==> config.mk <==
export PLATFORM = sky130hd
export DESIGN_NAME = gauss_window_loader
export DESIGN_NICKNAME = d
export VERILOG_FILES = /design/src/rtl/gauss_window_loader.sv
export SDC_FILE = /design/constraint.sdc
export NUM_CORES = 1
export LEC_CHECK = 0
export CAP_MARGIN = 25
export CORE_MARGIN = 4
export CORE_UTILIZATION = 30
export CTS_CLUSTER_DIAMETER = 100
export DETAILED_ROUTE_END_ITERATION = 8
export HOLD_SLACK_MARGIN = 0.08
export PLACE_DENSITY_LB_ADDON = 0.2
export SLEW_MARGIN = 20
export SYNTH_ARGS = -nofsm -noshare
export SYNTH_HDL_FRONTEND = slang
export SYNTH_SLANG_ARGS = --single-unit
==> constraint.sdc <==
create_clock -name clk_i -period 5 [get_ports clk_i]
set_clock_uncertainty 0.1 [all_clocks]
set_input_delay 0.75 -clock clk_i [delete_from_list [all_inputs] [get_ports clk_i]]
set_output_delay 0.75 -clock clk_i [all_outputs]
set_load 0.01 [all_outputs]
==> src/rtl/gauss_window_loader.sv <==
// rtl/gauss_window_loader.sv - 3x3 window sequencer feeding the Gaussian tap bank
//
// Purpose:
//   Walks a 3x3 window over an 8-bit row-major image in data RAM. For each
//   window it reads the nine taps and writes them into the Gaussian bank at
//   tap addresses 1..9. It then waits FILTER_LAT cycles and stores the
//   filtered pixel into the output buffer. Border pixels produce no output.
//
// Ports:
//   clk_i          system clock
//   rst_i          synchronous active-high reset
//   start_i        1-cycle pulse, begins a frame when idle
//   busy_o         high while a frame is in progress
//   done_o         1-cycle pulse at end of frame
//   rd_en_o        RAM read strobe
//   rd_addr_o      RAM read address
//   rd_data_i      RAM read data, valid the cycle after rd_en_o
//   gauss_we_o     bank write enable
//   gauss_addr_o   bank tap address 1..9
//   gauss_pixel_o  bank write data
//   gauss_result_i filtered pixel from the filter
//   wr_en_o        RAM write strobe for the result
//   wr_addr_o      RAM write address
//   wr_data_o      RAM write data
module gauss_window_loader #(
  parameter int IMG_W      = 16,
  parameter int IMG_H      = 16,
  parameter int ADDR_W     = 16,
  parameter int IN_BASE    = 0,
  parameter int OUT_BASE   = 256,
  parameter int FILTER_LAT = 2
) (
  input  logic              clk_i,
  input  logic              rst_i,
  input  logic              start_i,
  output logic              busy_o,
  output logic              done_o,
  output logic              rd_en_o,
  output logic [ADDR_W-1:0] rd_addr_o,
  input  logic [7:0]        rd_data_i,
  output logic              gauss_we_o,
  output logic [3:0]        gauss_addr_o,
  output logic [7:0]        gauss_pixel_o,
  input  logic [7:0]        gauss_result_i,
  output logic              wr_en_o,
  output logic [ADDR_W-1:0] wr_addr_o,
  output logic [7:0]        wr_data_o
);

  localparam int MAX_DIM = (IMG_W > IMG_H) ? IMG_W : IMG_H;
  localparam int CW      = $clog2(MAX_DIM) + 1;
  localparam int WW      = $clog2(FILTER_LAT + 2);
  localparam bit DEGEN   = (IMG_W < 3) || (IMG_H < 3);

  localparam logic [CW-1:0]     ONE_C      = CW'(1);
  localparam logic [CW-1:0]     C_LAST     = CW'(IMG_W - 2);
  localparam logic [CW-1:0]     R_LAST     = CW'(IMG_H - 2);
  localparam logic [ADDR_W-1:0] ZERO_A     = '0;
  localparam logic [ADDR_W-1:0] ONE_A      = ADDR_W'(1);
  localparam logic [ADDR_W-1:0] TWO_A      = ADDR_W'(2);
  localparam logic [ADDR_W-1:0] IMG_W_A    = ADDR_W'(IMG_W);
  localparam logic [ADDR_W-1:0] OUT_W_A    = ADDR_W'(IMG_W - 2);
  localparam logic [ADDR_W-1:0] IN_BASE_A  = ADDR_W'(IN_BASE);
  localparam logic [ADDR_W-1:0] OUT_BASE_A = ADDR_W'(OUT_BASE);
  localparam logic [WW-1:0]     LAT_W      = WW'(FILTER_LAT);
  localparam logic [WW-1:0]     ONE_W      = WW'(1);

  typedef enum logic [2:0] {
    S_IDLE,
    S_RD,
    S_WR,
    S_PWAIT,
    S_STORE,
    S_DONE
  } state_t;

  state_t      state_q, state_d;
  logic [CW-1:0] r_q, r_d;
  logic [CW-1:0] c_q, c_d;
  logic [3:0]    k_q, k_d;
  logic [WW-1:0] wcnt_q, wcnt_d;

  logic              busy_q;
  logic              done_q;
  logic              rd_en_q;
  logic [ADDR_W-1:0] rd_addr_q;
  logic              gauss_we_q;
  logic [3:0]        gauss_addr_q;
  logic              wr_en_q;
  logic [ADDR_W-1:0] wr_addr_q;

  // Tap k (1..9) sits at row offset (k-1)/3 and column offset (k-1)%3
  // relative to the window's top-left pixel (r-1, c-1).
  function automatic logic [ADDR_W-1:0] rd_addr_f(input logic [CW-1:0] r,
                                                  input logic [CW-1:0] c,
                                                  input logic [3:0]    k);
    logic [ADDR_W-1:0] dr;
    logic [ADDR_W-1:0] dc;
    dr = ZERO_A;
    dc = ZERO_A;
    case (k)
      4'd2:    begin dr = ZERO_A; dc = ONE_A; end
      4'd3:    begin dr = ZERO_A; dc = TWO_A; end
      4'd4:    begin dr = ONE_A;  dc = ZERO_A; end
      4'd5:    begin dr = ONE_A;  dc = ONE_A; end
      4'd6:    begin dr = ONE_A;  dc = TWO_A; end
      4'd7:    begin dr = TWO_A;  dc = ZERO_A; end
      4'd8:    begin dr = TWO_A;  dc = ONE_A; end
      4'd9:    begin dr = TWO_A;  dc = TWO_A; end
      default: begin dr = ZERO_A; dc = ZERO_A; end
    endcase
    rd_addr_f = IN_BASE_A + (ADDR_W'(r) - ONE_A + dr) * IMG_W_A
              + (ADDR_W'(c) - ONE_A + dc);
  endfunction

  function automatic logic [ADDR_W-1:0] wr_addr_f(input logic [CW-1:0] r,
                                                  input logic [CW-1:0] c);
    wr_addr_f = OUT_BASE_A + (ADDR_W'(r) - ONE_A) * OUT_W_A + (ADDR_W'(c) - ONE_A);
  endfunction

  always_comb begin
    state_d = state_q;
    r_d     = r_q;
    c_d     = c_q;
    k_d     = k_q;
    wcnt_d  = wcnt_q;
    case (state_q)
      S_IDLE: begin
        if (start_i) begin
          if (DEGEN) begin
            state_d = S_DONE;
          end else begin
            state_d = S_RD;
            r_d     = ONE_C;
            c_d     = ONE_C;
            k_d     = 4'd1;
          end
        end
      end
      S_RD: state_d = S_WR;
      S_WR: begin
        if (k_q != 4'd9) begin
          k_d     = k_q + 4'd1;
          state_d = S_RD;
        end else if (FILTER_LAT == 0) begin
          state_d = S_STORE;
        end else begin
          wcnt_d  = LAT_W;
          state_d = S_PWAIT;
        end
      end
      S_PWAIT: begin
        // PWAIT lasts exactly FILTER_LAT cycles.
        wcnt_d = wcnt_q - ONE_W;
        if (wcnt_q <= ONE_W) begin
          state_d = S_STORE;
        end
      end
      S_STORE: begin
        if ((r_q == R_LAST) && (c_q == C_LAST)) begin
          state_d = S_DONE;
        end else begin
          state_d = S_RD;
          k_d     = 4'd1;
          if (c_q < C_LAST) begin
            c_d = c_q + ONE_C;
          end else begin
            c_d = ONE_C;
            r_d = r_q + ONE_C;
          end
        end
      end
      S_DONE:  state_d = S_IDLE;
      default: state_d = S_IDLE;
    endcase
  end

  // Strobes and addresses are registered decodes of the next state, so they
  // line up with state_q in the following cycle.
  always_ff @(posedge clk_i) begin
    if (rst_i) begin
      state_q      <= S_IDLE;
      r_q          <= '0;
      c_q          <= '0;
      k_q          <= '0;
      wcnt_q       <= '0;
      busy_q       <= 1'b0;
      done_q       <= 1'b0;
      rd_en_q      <= 1'b0;
      rd_addr_q    <= '0;
      gauss_we_q   <= 1'b0;
      gauss_addr_q <= '0;
      wr_en_q      <= 1'b0;
      wr_addr_q    <= '0;
    end else begin
      state_q      <= state_d;
      r_q          <= r_d;
      c_q          <= c_d;
      k_q          <= k_d;
      wcnt_q       <= wcnt_d;
      busy_q       <= (state_d == S_RD) || (state_d == S_WR) ||
                      (state_d == S_PWAIT) || (state_d == S_STORE);
      done_q       <= (state_d == S_DONE);
      rd_en_q      <= (state_d == S_RD);
      rd_addr_q    <= (state_d == S_RD) ? rd_addr_f(r_d, c_d, k_d) : ZERO_A;
      gauss_we_q   <= (state_d == S_WR);
      gauss_addr_q <= (state_d == S_WR) ? k_d : 4'd0;
      wr_en_q      <= (state_d == S_STORE);
      wr_addr_q    <= (state_d == S_STORE) ? wr_addr_f(r_d, c_d) : ZERO_A;
    end
  end

  assign busy_o        = busy_q;
  assign done_o        = done_q;
  assign rd_en_o       = rd_en_q;
  assign rd_addr_o     = rd_addr_q;
  assign gauss_we_o    = gauss_we_q;
  assign gauss_addr_o  = gauss_addr_q;
  // RAM data only arrives in the WR cycle, so the pixel is passed through
  // under the registered strobe rather than registered itself.
  assign gauss_pixel_o = gauss_we_q ? rd_data_i : 8'h00;
  assign wr_en_o       = wr_en_q;
  assign wr_addr_o     = wr_addr_q;
  assign wr_data_o     = wr_en_q ? gauss_result_i : 8'h00;

endmodule

### After elaboration in Yosys (flattened, before gate mapping)

Memory sizes are Yosys's and may differ from the RTL's.
Cells that the tools add are included.

* output and inout bits: 57
* ROM bits: 64
* bits of input ports: 19
* memories kept: 1
* flip-flop bits (word level): 60
* word-level logic and storage cells: 76

Memories
* (name not given): words 16, width 4, read ports 1, clocked after memory_dff 0, write ports 0, line 101 `case (k)`

* add/sub/neg operators: 11
* $mul: 1
* $lt $le $gt $ge: 2
* equality and inequality tests: 13
* reductions and logical operators: 10
* mux-type cells: 22
* bitwise gates (word level): 3

Operators with widths (count)
* $add 16x16->16: 3
* $mux 32: 1
* $mux 5: 6
* $pmux 5 s2: 2
* $add 9x16->16 const A: 1
* $mul 16x3->15 const B: 1
* $mux 8: 2
* $pmux 3 s5: 1
* $add 12x12->12: 1
* $eq 3x2->1 const B: 4
* $mux 4: 3
* $pmux 4 s3: 1
* $sub 5x1->6 const B: 2
* $add 5x1->5 const B: 2
* $eq 5x4->1 const B: 2
* $eq 3x3->1 const B: 3
* $mux 3: 3
* $eq 3x1->1 const B: 2
* $reduce_or 2->1: 3
* $lt 5x4->1 const B: 1
* $add 4x1->4 const B: 1
* $mux 2: 2
* $ne 4x4->1 const B: 1
* $pmux 2 s2: 1
* 9 further kinds: 13

### Longest topological paths before layout

Gate-level depths: netlist of the first run.

* word-level depth: 8
* depth in mapped cells: 27
* depth with buffers taken out: 27

### Worst setup path after synthesis of the first run

OpenSTA, ideal clock, no wires.

* kind: flip-flop to flip-flop
* start: register c_q[1]
* end: register wr_addr_q[12], in the netlist wr_addr_o[12]
* stages on the path, launching flop included: 24
* data required time: 4829 ps
* data arrival time: 5261 ps
* buffers on the path: 0
* path slack: -432 ps
* period minus slack after synthesis: 5432 ps
* library setup time: 71 ps
* cells stage by stage: dfxtp_1 -> ha_1 -> nand3b_1 -> o31a_1 -> nand2_1 -> nand2_1 -> o21ai_0 -> ha_1 -> xor2_1 -> inv_1 -> ha_1 -> xor2_1 -> fa_1 -> ha_1 -> ha_1 -> a21o_1 -> a21oi_1 -> o21bai_1 -> a21oi_1 -> nor2b_1 -> o21a_1 -> o21ai_0 -> nand3b_1 -> a21oi_1

* cells in the longest elaborated chain, start to end: 8
* elaborated cells on any way between the ends: 21
* those cells by class: add/sub: 5; mul: 1; order compare: 1; eq/ne: 2; mux: 9; bitwise: 1; reduce/logical: 2

RTL lines
* start: declaration: line 79 `logic [CW-1:0] c_q, c_d;`
* start signal: assignment: line 184 `c_q <= '0;`
* start signal: assignment: line 198 `c_q <= c_d;`
* $lt 5x4->1 / $eq 5x4->1 (equally long branches): line 165, 160
* $mux 5 / $logic_and 1x1->1 (equally long branches): line 165, 160
* $mux 5: line 160 `if ((r_q == R_LAST) && (c_q == C_LAST)) begin`
* $pmux 5 s2: line 127 `case (state_q)`
* $sub 5x1->6: line 118 `wr_addr_f = OUT_BASE_A + (ADDR_W'(r) - ONE_A) * OUT_W_A + (ADDR_W'(c) - ONE_A);`
* $mul 16x3->15: line 118
* $add 9x16->16: line 118
* $add 16x16->16: line 118
* end signal: assignment: line 209 `wr_addr_q <= (state_d == S_STORE) ? wr_addr_f(r_d, c_d) : ZERO_A;`
* end: declaration: line 90 `logic [ADDR_W-1:0] wr_addr_q;`

Parallel ways exist; a longest one is shown, timed or not.
A chain may end at the register's enable or synchronous reset.

### Worst setup path after layout of the first run

* start: register c_q[0]
* end: register wr_addr_q[12], in the netlist wr_addr_o[12]

Same word-level chain as after synthesis.

==> impl_metrics.json, run 1 <==
{
  "die_h_um": 125,
  "drtIter0Drc": 148,
  "synth_nets": 559,
  "ios": 76,
  "maxSlewHeadroom": 0.439,
  "final-max-slew-violation-count": 0,
  "synth_area_mm2": 0.00411,
  "hold_depth": 3,
  "drive_gt1_frac": 0.241,
  "port_buffers": 75,
  "synthDistinctLibCells": 53,
  "grt_usage": 0.133,
  "syn_inst": 482,
  "setup_violations": 0,
  "power_uw": 2590,
  "layout_commonest_cell": "buf_4",
  "start_util": 0.308,
  "first_pass_iters": 4,
  "grt_pass1_vias": 3674,
  "crit_arrival_ns": 4.92,
  "crit_path_end_kind": "flop",
  "crit_type": "reg2reg",
  "rr_worst_depth": 27,
  "gp_congestion": 0.794,
  "finalCriticalPeriod_ns": 4.77,
  "peakVddDrop_mv": 0.357,
  "nFillCells": 1274,
  "grt_pass1_wl_um": 17200,
  "dp.cells": 796,
  "h-tree-depth": 3,
  "worstPathMaxFanout": 4,
  "drc": 0,
  "ys_async_sr_fraction": 0,
  "grt-ovfl-total": 0,
  "clkTransAtPathRegs_ns": 0.05,
  "fp.dieW_um": 125,
  "core_mm2": 0.0133,
  "hold_violations": 0,
  "cts_buffer_depth": 2,
  "synth-seq-cells": 60,
  "crit_path_start_kind": "flop",
  "wl_um": 10500,
  "final_antenna_net_count": 0,
  "clock-root-buffer": "clkbuf_16",
  "cp.required_ns": 5.15,
  "dp_hpwl_um": 8110,
  "vias": 3881,
  "fin_tns_setup_ns": 0,
  "cts_tree": "built",
  "yosysWarningCount": 0,
  "timing.hold.ws_ns": 0.466,
  "via_per_inst": 4.73,
  "dieArea_mm2": 0.0156,
  "min_period_over_period": 0.953,
  "hold_path_class": "reg2reg",
  "grt_max_degree": 22,
  "nNetsFinal": 716,
  "clock_latency_ns": 0.34,
  "antenna_cells": 0,
  "rows": 42,
  "powerDensity_mw_per_mm2": 409,
  "routedWlPerCell_um": 12.8,
  "worst_pin_slew_ns": 0.839,
  "ys_seq_area_frac": 0.292,
  "fmax_mhz": 210,
  "numCtsBuffers": 9,
  "final-instance-count-excl-fill": 820,
  "synth_edf_count": 0,
  "cap_viol_max_count": 0,
  "area_growth_pct": 54.0,
  "ctsHoldBuffers": 0,
  "cts.sinks": 60,
  "synth.avg_cell_area_um2": 8.53,
  "p_leak_uw": 0.00270,
  "status": "completed",
  "grt_antenna_before_repair": 0,
  "synth_flop_cell": "dfxtp_1",
  "layout_common_cells": "buf_4, clkdlybuf4s50_1, nor2_1"
}
-- sequential cells by signal (all words and copies together), names as in the netlist, 2 cells and up --
| signal | cells |
|---|---|
| k_q | 4 |
| gauss_addr_o | 4 |
| rd_addr_o | 16 |
| c_q | 5 |
| wcnt_q | 2 |
| wr_addr_o | 16 |
| state_q | 3 |
| r_q | 5 |
-- final timing paths --
kind / slack [ns] / end / from
worst min-delay path: 0.47 / wcnt_q[0] / wcnt_q[0]
worst max register to register: 0.23 / wr_addr_o[12] / c_q[0]
worst min register to register: 0.47 / wcnt_q[0] / wcnt_q[0]
worst max-delay path: 0.23 / wr_addr_o[12] / c_q[0]
-- what timing repair did --
item / 4_1_cts / 5_1_grt
buffers inserted: 2 / 6
endpoints found under the setup margin: 7 / 13
resized for setup: 13 / 30
pin swaps: 11 / 30
-- per-stage QoR --
step | setup WS [ns] | utilization | instance area, µm²
2_1_floorplan | 0.0373 | - | 4210
3_3_place_gp | -0.516 | 0.426 | 5690
3_5_place_dp | -0.612 | 0.426 | 5690
4_1_cts | -0.0242 | 0.458 | 6120
5_1_grt | -0.0442 | 0.474 | 6330
6_report | 0.233 | 0.474 | 6330
-- worst max-delay path, stage by stage, from the launching register on --
cell,delay (ns)
dfxtp_2,0.32
inv_2,0.08
ha_4,0.14
nand3b_1,0.11
o31a_1,0.34
nand2_2,0.12
nand2_4,0.07
buf_4,0.13
o31ai_2,0.17
nand2_1,0.13
xnor2_2,0.26
and2_4,0.19
nor2_1,0.05
ha_1,0.16
or2_2,0.33
ha_4,0.28
inv_1,0.04
o21bai_1,0.13
a21oi_1,0.09
xor2_1,0.15
ha_1,0.30
inv_2,0.07
ha_4,0.20
nor2b_1,0.14
o21a_1,0.20
o21ai_1,0.13
nand3b_1,0.13
a21oi_1,0.14
-- layer usage --
layer  GRT usage  up-vias  wire length (µm)
met1       0.169     1774              4880
met5           0        -                 0
met3      0.0431       19               640
met4      0.0568        0               243
met2       0.207       98              4700
li1            -     1990                 -
-- where the power goes --
part / switching, µW / internal, µW / leakage (µW) / total [µW]
Combinational: 619 / 730 / 0.00204 / 1350
Sequential: 10.1 / 505 / 0.000488 / 515
Clock: 216 / 513 / 0.000173 / 728
-- Yosys cell counts, types with 4 or more instances --
| cell | number | share of area |
|---|---|---|
| nor2_1 | 62 | 0.057 |
| dfxtp_1 | 60 | 0.29 |
| ha_1 | 53 | 0.16 |
| a21oi_1 | 30 | 0.037 |
| nand2_1 | 30 | 0.027 |
| and2_1 | 25 | 0.038 |
| inv_1 | 24 | 0.022 |
| xnor2_1 | 18 | 0.038 |
| xor2_1 | 18 | 0.038 |
| o21ai_0 | 15 | 0.018 |
| nand3_1 | 13 | 0.016 |
| nand2b_1 | 12 | 0.018 |
| nor2b_1 | 11 | 0.017 |
| nor3_1 | 11 | 0.013 |
| clkbuf_1 | 10 | 0.0091 |
| a31oi_1 | 9 | 0.014 |
| a21o_1 | 8 | 0.015 |
| mux2i_1 | 6 | 0.015 |
| o21bai_1 | 6 | 0.011 |
| fa_1 | 5 | 0.024 |
| nand3b_1 | 5 | 0.0091 |
| nand4_1 | 4 | 0.0061 |
| o31ai_1 | 4 | 0.0073 |
-- logic make-up (layout without fill, tap and decap cells) --
group	Yosys count	count (layout)	synth area share
compound gates	99	99	0.164
buf+inv	34	196	0.0311
xor+xnor	36	36	0.0767
mux	7	7	0.0174
fa+ha+maj	58	58	0.186
flops	60	60	0.292
simple gates	188	188	0.233
-- cell type report --
class,count,area [µm²],share of cell area
inverter,24,90.1,0.0142
clock inverter,4,95.1,0.0150
sequential,60,1200,0.190
timing repair buffer,156,1370,0.216
clock buffer,12,256,0.0405
multi-input combinational,388,3100,0.489
tap,176,220,0.0348
No activity file was read; power rests on OpenSTA's default activity.
==> inputs of run 2 (changes only) <==
- PLACE_DENSITY: not set -> 0.56
- PLACE_DENSITY_LB_ADDON: 0.2 -> not set
==> run 2 against run 1 <==
  * Cell count unchanged
  * Sequential share of layout area up 0.31 points
  * Hold slack worse by 0.017 ns
  * Critical path depth unchanged
  * Final area down 1.6%
  * Setup slack worse by 0.024 ns
  * Maximum frequency down 0.51%
==> impl_metrics.json, run 2 (synthesis gave the netlist of run 1 again) <==
{
  "port_buffers": 75,
  "path_delay_family": "compound AO/OA/AOI/OAI gates",
  "cts_buffer_depth": 2,
  "worstHoldStart": "wcnt_q[1]",
  "rows": 42,
  "min_to": "wcnt_q[1]",
  "antenna_cells": 0,
  "grt_pass1_wl_um": 17700,
  "crit_path_start_kind": "flop",
  "postLayoutCoreUtil": 0.467,
  "clock-root-buffer": "clkbuf_16",
  "cts.sinks": 60,
  "pwr-share-comb": 0.542,
  "clkTransAtPathRegs_ns": 0.05,
  "area_growth_pct": 51.6,
  "final-instance-count-excl-fill": 820,
  "drc": 0,
  "grt-ovfl-total": 0,
  "layout_commonest_cell": "buf_4",
  "grt_usage": 0.136,
  "fp.dieW_um": 125,
  "crit_path_end_kind": "flop",
  "powerDensity_mw_per_mm2": 387,
  "crit_buf_inv": 4,
  "layout_common_cells": "buf_4, clkdlybuf4s50_1, nor2_1, dfxtp_1, ha_1",
  "clock_power_share": 0.245,
  "wl_um": 10600,
  "peakVddDrop_mv": 0.308,
  "cts_tree": "built",
  "drtIter0Drc": 101,
  "dp.cells": 794,
  "nNetsFinal": 716,
  "cap_viol_max_count": 0,
  "r2r_end": "wr_addr_o[12]",
  "final_antenna_net_count": 0,
  "worstPathMaxFanout": 5,
  "cp_slowest_cell": "dfxtp_2",
  "finalCriticalPeriod_ns": 4.79,
  "start_util": 0.308,
  "cpPeakStageDelay_ns": 0.32,
  "vias": 3873,
  "via_per_inst": 4.72,
  "core_mm2": 0.0133,
  "rr_worst_depth": 27,
  "seqPwrFrac": 0.214,
  "setup_violations": 0,
  "grt_max_degree": 22,
  "dieArea_mm2": 0.0156,
  "swShare": 0.349,
  "crit_arrival_ns": 4.95,
  "hold_violations": 0,
  "status": "completed",
  "fmax_mhz": 209,
  "reg2reg_slack_ns": 0.21,
  "clock_latency_ns": 0.34,
  "dp_hpwl_um": 8190,
  "cpMostUsedCell": "ha_4",
  "p_int_uw": 1570,
  "worst_pin_slew_ns": 0.842,
  "min_period_over_period": 0.958,
  "gp_congestion": 0.864,
  "numCtsBuffers": 9,
  "hold_depth": 2,
  "hold_path_class": "reg2reg",
  "grt_antenna_before_repair": 0,
  "maxSlewHeadroom": 0.437,
  "drive_gt1_frac": 0.239,
  "p_leak_uw": 0.00266,
  "grt_pass1_vias": 3792,
  "first_pass_iters": 4,
  "p_sw_uw": 841,
  "crit-reg2reg-launch": "c_q[0]",
  "h-tree-depth": 3,
  "ios": 76,
  "cp.required_ns": 5.16,
  "routedWlPerCell_um": 12.9,
  "final-max-slew-violation-count": 0,
  "crit_type": "reg2reg",
  "die_h_um": 125
}
-- run 2: worst max path at each step --
stage	startpoint	end	slack (ns)	cells past startpoint
6_report	c_q[0]	wr_addr_o[12]	0.21	27
5_1_grt	c_q[0]	wr_addr_o[12]	-0.07	27
4_1_cts	start_i	wr_addr_o[14]	0.006	22
3_5_place_dp	start_i	wr_addr_o[12]	-0.63	21
3_3_place_gp	start_i	wr_addr_o[12]	-0.52	20
2_1_floorplan	start_i	wr_addr_o[12]	0.04	22
-- run 2: routing by layer --
| metal | up-vias | track usage | share of wire |
|---|---|---|---|
| met1 | 1765 | 0.171 | 0.46 |
| met5 | - | 0 | 0 |
| met3 | 12 | 0.0397 | 0.063 |
| li1 | 1994 | - | - |
| met2 | 102 | 0.219 | 0.46 |
| met4 | 0 | 0.0542 | 0.016 |
-- run 2: worst reg2reg max path, stage by stage, from the launching register on --
cell,delay (ns)
dfxtp_2,0.32
inv_2,0.06
ha_2,0.17
nand3b_1,0.11
buf_4,0.17
o31ai_4,0.23
nor2_1,0.11
nand2_1,0.13
o21ai_4,0.08
ha_4,0.19
xor2_4,0.17
inv_2,0.09
ha_4,0.30
xor2_4,0.20
ha_4,0.22
a21o_1,0.18
a21oi_2,0.17
o21bai_1,0.11
a21oi_2,0.15
xor2_1,0.16
ha_1,0.25
inv_2,0.07
ha_4,0.20
nor2b_1,0.14
o21a_1,0.18
o21ai_1,0.14
nand3b_1,0.13
a21oi_2,0.16
-- run 2: power groups by stage --
stage                     logic, µW  registers, µW  clock network [µW]
final                          1300            515                 590
after global routing           1460            517                 629
after CTS                      1250            515                 608
after detailed placement       1160            525                   0
after global placement         1140            524                   0
after floorplan                 718            537                   0
-- run 2: cell type report --
type | count | area (µm²)
clock inverters | 5 | 36.3
well taps | 176 | 220
inverters | 24 | 90.1
fillers | 1270 | 7120
flip-flops and latches | 60 | 1200
multi-input cells | 388 | 3060
repair buffers | 156 | 1370
clock buffers | 11 | 253
-- run 2: what timing repair did --
item,in CTS,in global routing
resized for setup,17,24
setup buffers,2,8
setup endpoints to repair,7,13
hold buffers,0,0
pin swaps,14,27
-- run 2: per-stage QoR --
stage | setup TNS [ns] | hold WS, ns | worst slack, ns | area, µm² | total power (µW)
global placement | -3.63 | 0.421 | -0.521 | 5670 | 1670
detailed placement | -4.48 | 0.424 | -0.632 | 5670 | 1680
finish | 0 | 0.449 | 0.209 | 6230 | 2410
CTS | 0 | 0.440 | 0.00592 | 6060 | 2370
floorplan | 0 | 0.407 | 0.0373 | 4210 | 1260
global route | -0.162 | 0.496 | -0.0693 | 6230 | 2610
==> inputs of run 3 (changes only) <==
- GPL_ROUTABILITY_DRIVEN: not set -> 1
- PLACE_DENSITY: 0.56 -> 0.64
==> run 3 against run 2 <==
  * Combinational power about the same
  * Flip-flop and latch count did not move
  * Setup slack gained 0.056 ns
  * Sequential share of layout area is 0.13 points higher
  * Non-clock buffer count fell by 6
  * Largest cell class unchanged
==> impl_metrics.json, run 3 (synthesis gave the netlist of run 1 again) <==
{
  "drive_gt1_frac": 0.232,
  "start_util": 0.308,
  "hold_path_class": "reg2reg",
  "cts_buffer_depth": 2,
  "p_leak_uw": 0.00264,
  "clkTransAtPathRegs_ns": 0.05,
  "die_h_um": 125,
  "powerDensity_mw_per_mm2": 390,
  "antenna_cells": 0,
  "nNetsFinal": 710,
  "gp_congestion": 0.840,
  "grt_max_degree": 22,
  "reg2reg_slack_ns": 0.26,
  "area_growth_pct": 50.7,
  "dpl_cell_area_mm2": 0.00566,
  "wl_um": 10300,
  "clock-root-buffer": "clkbuf_16",
  "r2r_end": "wr_addr_o[14]",
  "worstHoldStart": "wcnt_q[1]",
  "crit_type": "reg2reg",
  "layout_commonest_cell": "buf_4",
  "fp.dieW_um": 125,
  "fmax_mhz": 211,
  "hold_violations": 0,
  "cap_viol_max_count": 0,
  "min_period_over_period": 0.947,
  "grt_pass1_vias": 3782,
  "grt_antenna_before_repair": 0,
  "worstPathMaxFanout": 4,
  "port_buffers": 75,
  "ctsHoldBuffers": 0,
  "routedWlPerCell_um": 12.7,
  "drc": 0,
  "fin_tns_setup_ns": 0,
  "drtIter0Drc": 178,
  "timing.hold.ws_ns": 0.462,
  "dp_hpwl_um": 8030,
  "dp.cells": 792,
  "seq_area_mm2": 0.00120,
  "cp.required_ns": 5.15,
  "h-tree-depth": 3,
  "core_mm2": 0.0133,
  "grt-ovfl-total": 0,
  "setup_violations": 0,
  "finalCriticalPeriod_ns": 4.74,
  "rows": 42,
  "dieArea_mm2": 0.0156,
  "first_pass_iters": 4,
  "grt_usage": 0.133,
  "cts_tree": "built",
  "power_uw": 2420,
  "design_area_mm2": 0.00619,
  "crit_arrival_ns": 4.88,
  "min_to": "wcnt_q[1]",
  "rr_worst_depth": 26,
  "crit-reg2reg-launch": "c_q[0]",
  "vias": 3809,
  "peakVddDrop_mv": 0.219,
  "numCtsBuffers": 9,
  "nFillCells": 1241,
  "multi_input_area_mm2": 0.00307,
  "final_antenna_net_count": 0,
  "cts.sinks": 60,
  "layout_common_cells": "buf_4, clkdlybuf4s50_1, nor2_1",
  "final-instance-count-excl-fill": 813,
  "hold_depth": 2,
  "maxSlewHeadroom": 0.456,
  "crit_path_start_kind": "flop",
  "clock_latency_ns": 0.33,
  "grt_pass1_wl_um": 17500,
  "crit_path_end_kind": "flop",
  "ios": 76,
  "status": "completed",
  "via_per_inst": 4.69,
  "worst_pin_slew_ns": 0.814,
  "final-max-slew-violation-count": 0
}
## run 3: where the power goes
part | switching [µW] | internal, µW
registers | 10.1 | 505
clock network | 212 | 393
logic | 605 | 694
total | 827 | 1590
## run 3: per-stage QoR
step                setup WS, ns  utilization
global route             -0.0401        0.464
CTS                      0.00925        0.455
detailed placement        -0.714        0.424
floorplan                 0.0373            -
finish                     0.265        0.464
global placement          -0.535        0.424
## run 3: worst max path at each step
stage	cells past startpoint	endpoint	from	slack, ns
after floorplan	22	wr_addr_o[12]	start_i	0.04
after global placement	22	wr_addr_o[12]	start_i	-0.53
after detailed placement	22	wr_addr_o[12]	start_i	-0.71
after CTS	22	wr_addr_o[12]	start_i	0.009
after global routing	27	wr_addr_o[11]	c_q[0]	-0.04
final	26	wr_addr_o[14]	c_q[0]	0.26
## run 3: layout make-up
| type | instances | share of cell area |
|---|---|---|
| flip-flops and latches | 60 | 0.194 |
| clock inverters | 5 | 0.00848 |
| repair buffers | 150 | 0.212 |
| multi-input cells | 388 | 0.496 |
| well taps | 176 | 0.0355 |
| inverters | 24 | 0.0145 |
| clock buffers | 10 | 0.0386 |
## run 3: metal layers
metal	global-route usage	wire length, µm	vias up	part of all wire
met1	0.160	4740	1733	0.46
met3	0.0465	540	7	0.052
met4	0.0421	144	0	0.014
li1	-	-	1984	-
met5	0	0	-	0
met2	0.222	4870	85	0.47
## run 3: repair_timing
item                       CTS  global route
pin swaps                   19            18
setup endpoints to repair    8            16
buffers inserted             2             4
resized for setup           17            24
gates cloned                 0             0
## run 3: worst max-delay path, cell delays in order, from the launching register on
cell and delay [ns]:
dfxtp_2 0.33, inv_2 0.08, ha_4 0.13, nand3b_1 0.11, o31a_1 0.35, nand3_1 0.11, xnor2_1 0.12, nand2_1 0.12
buf_4 0.18, xor2_4 0.17, inv_2 0.08, ha_4 0.30, xor2_4 0.20, ha_4 0.23, a21o_1 0.17, a21oi_2 0.18
o21bai_1 0.08, a21oi_1 0.17, xor2_1 0.17, ha_1 0.26, inv_2 0.07, ha_4 0.20, nor2b_2 0.15, o21a_1 0.18
o21ai_1 0.13, nand3b_1 0.13, a21oi_1 0.15
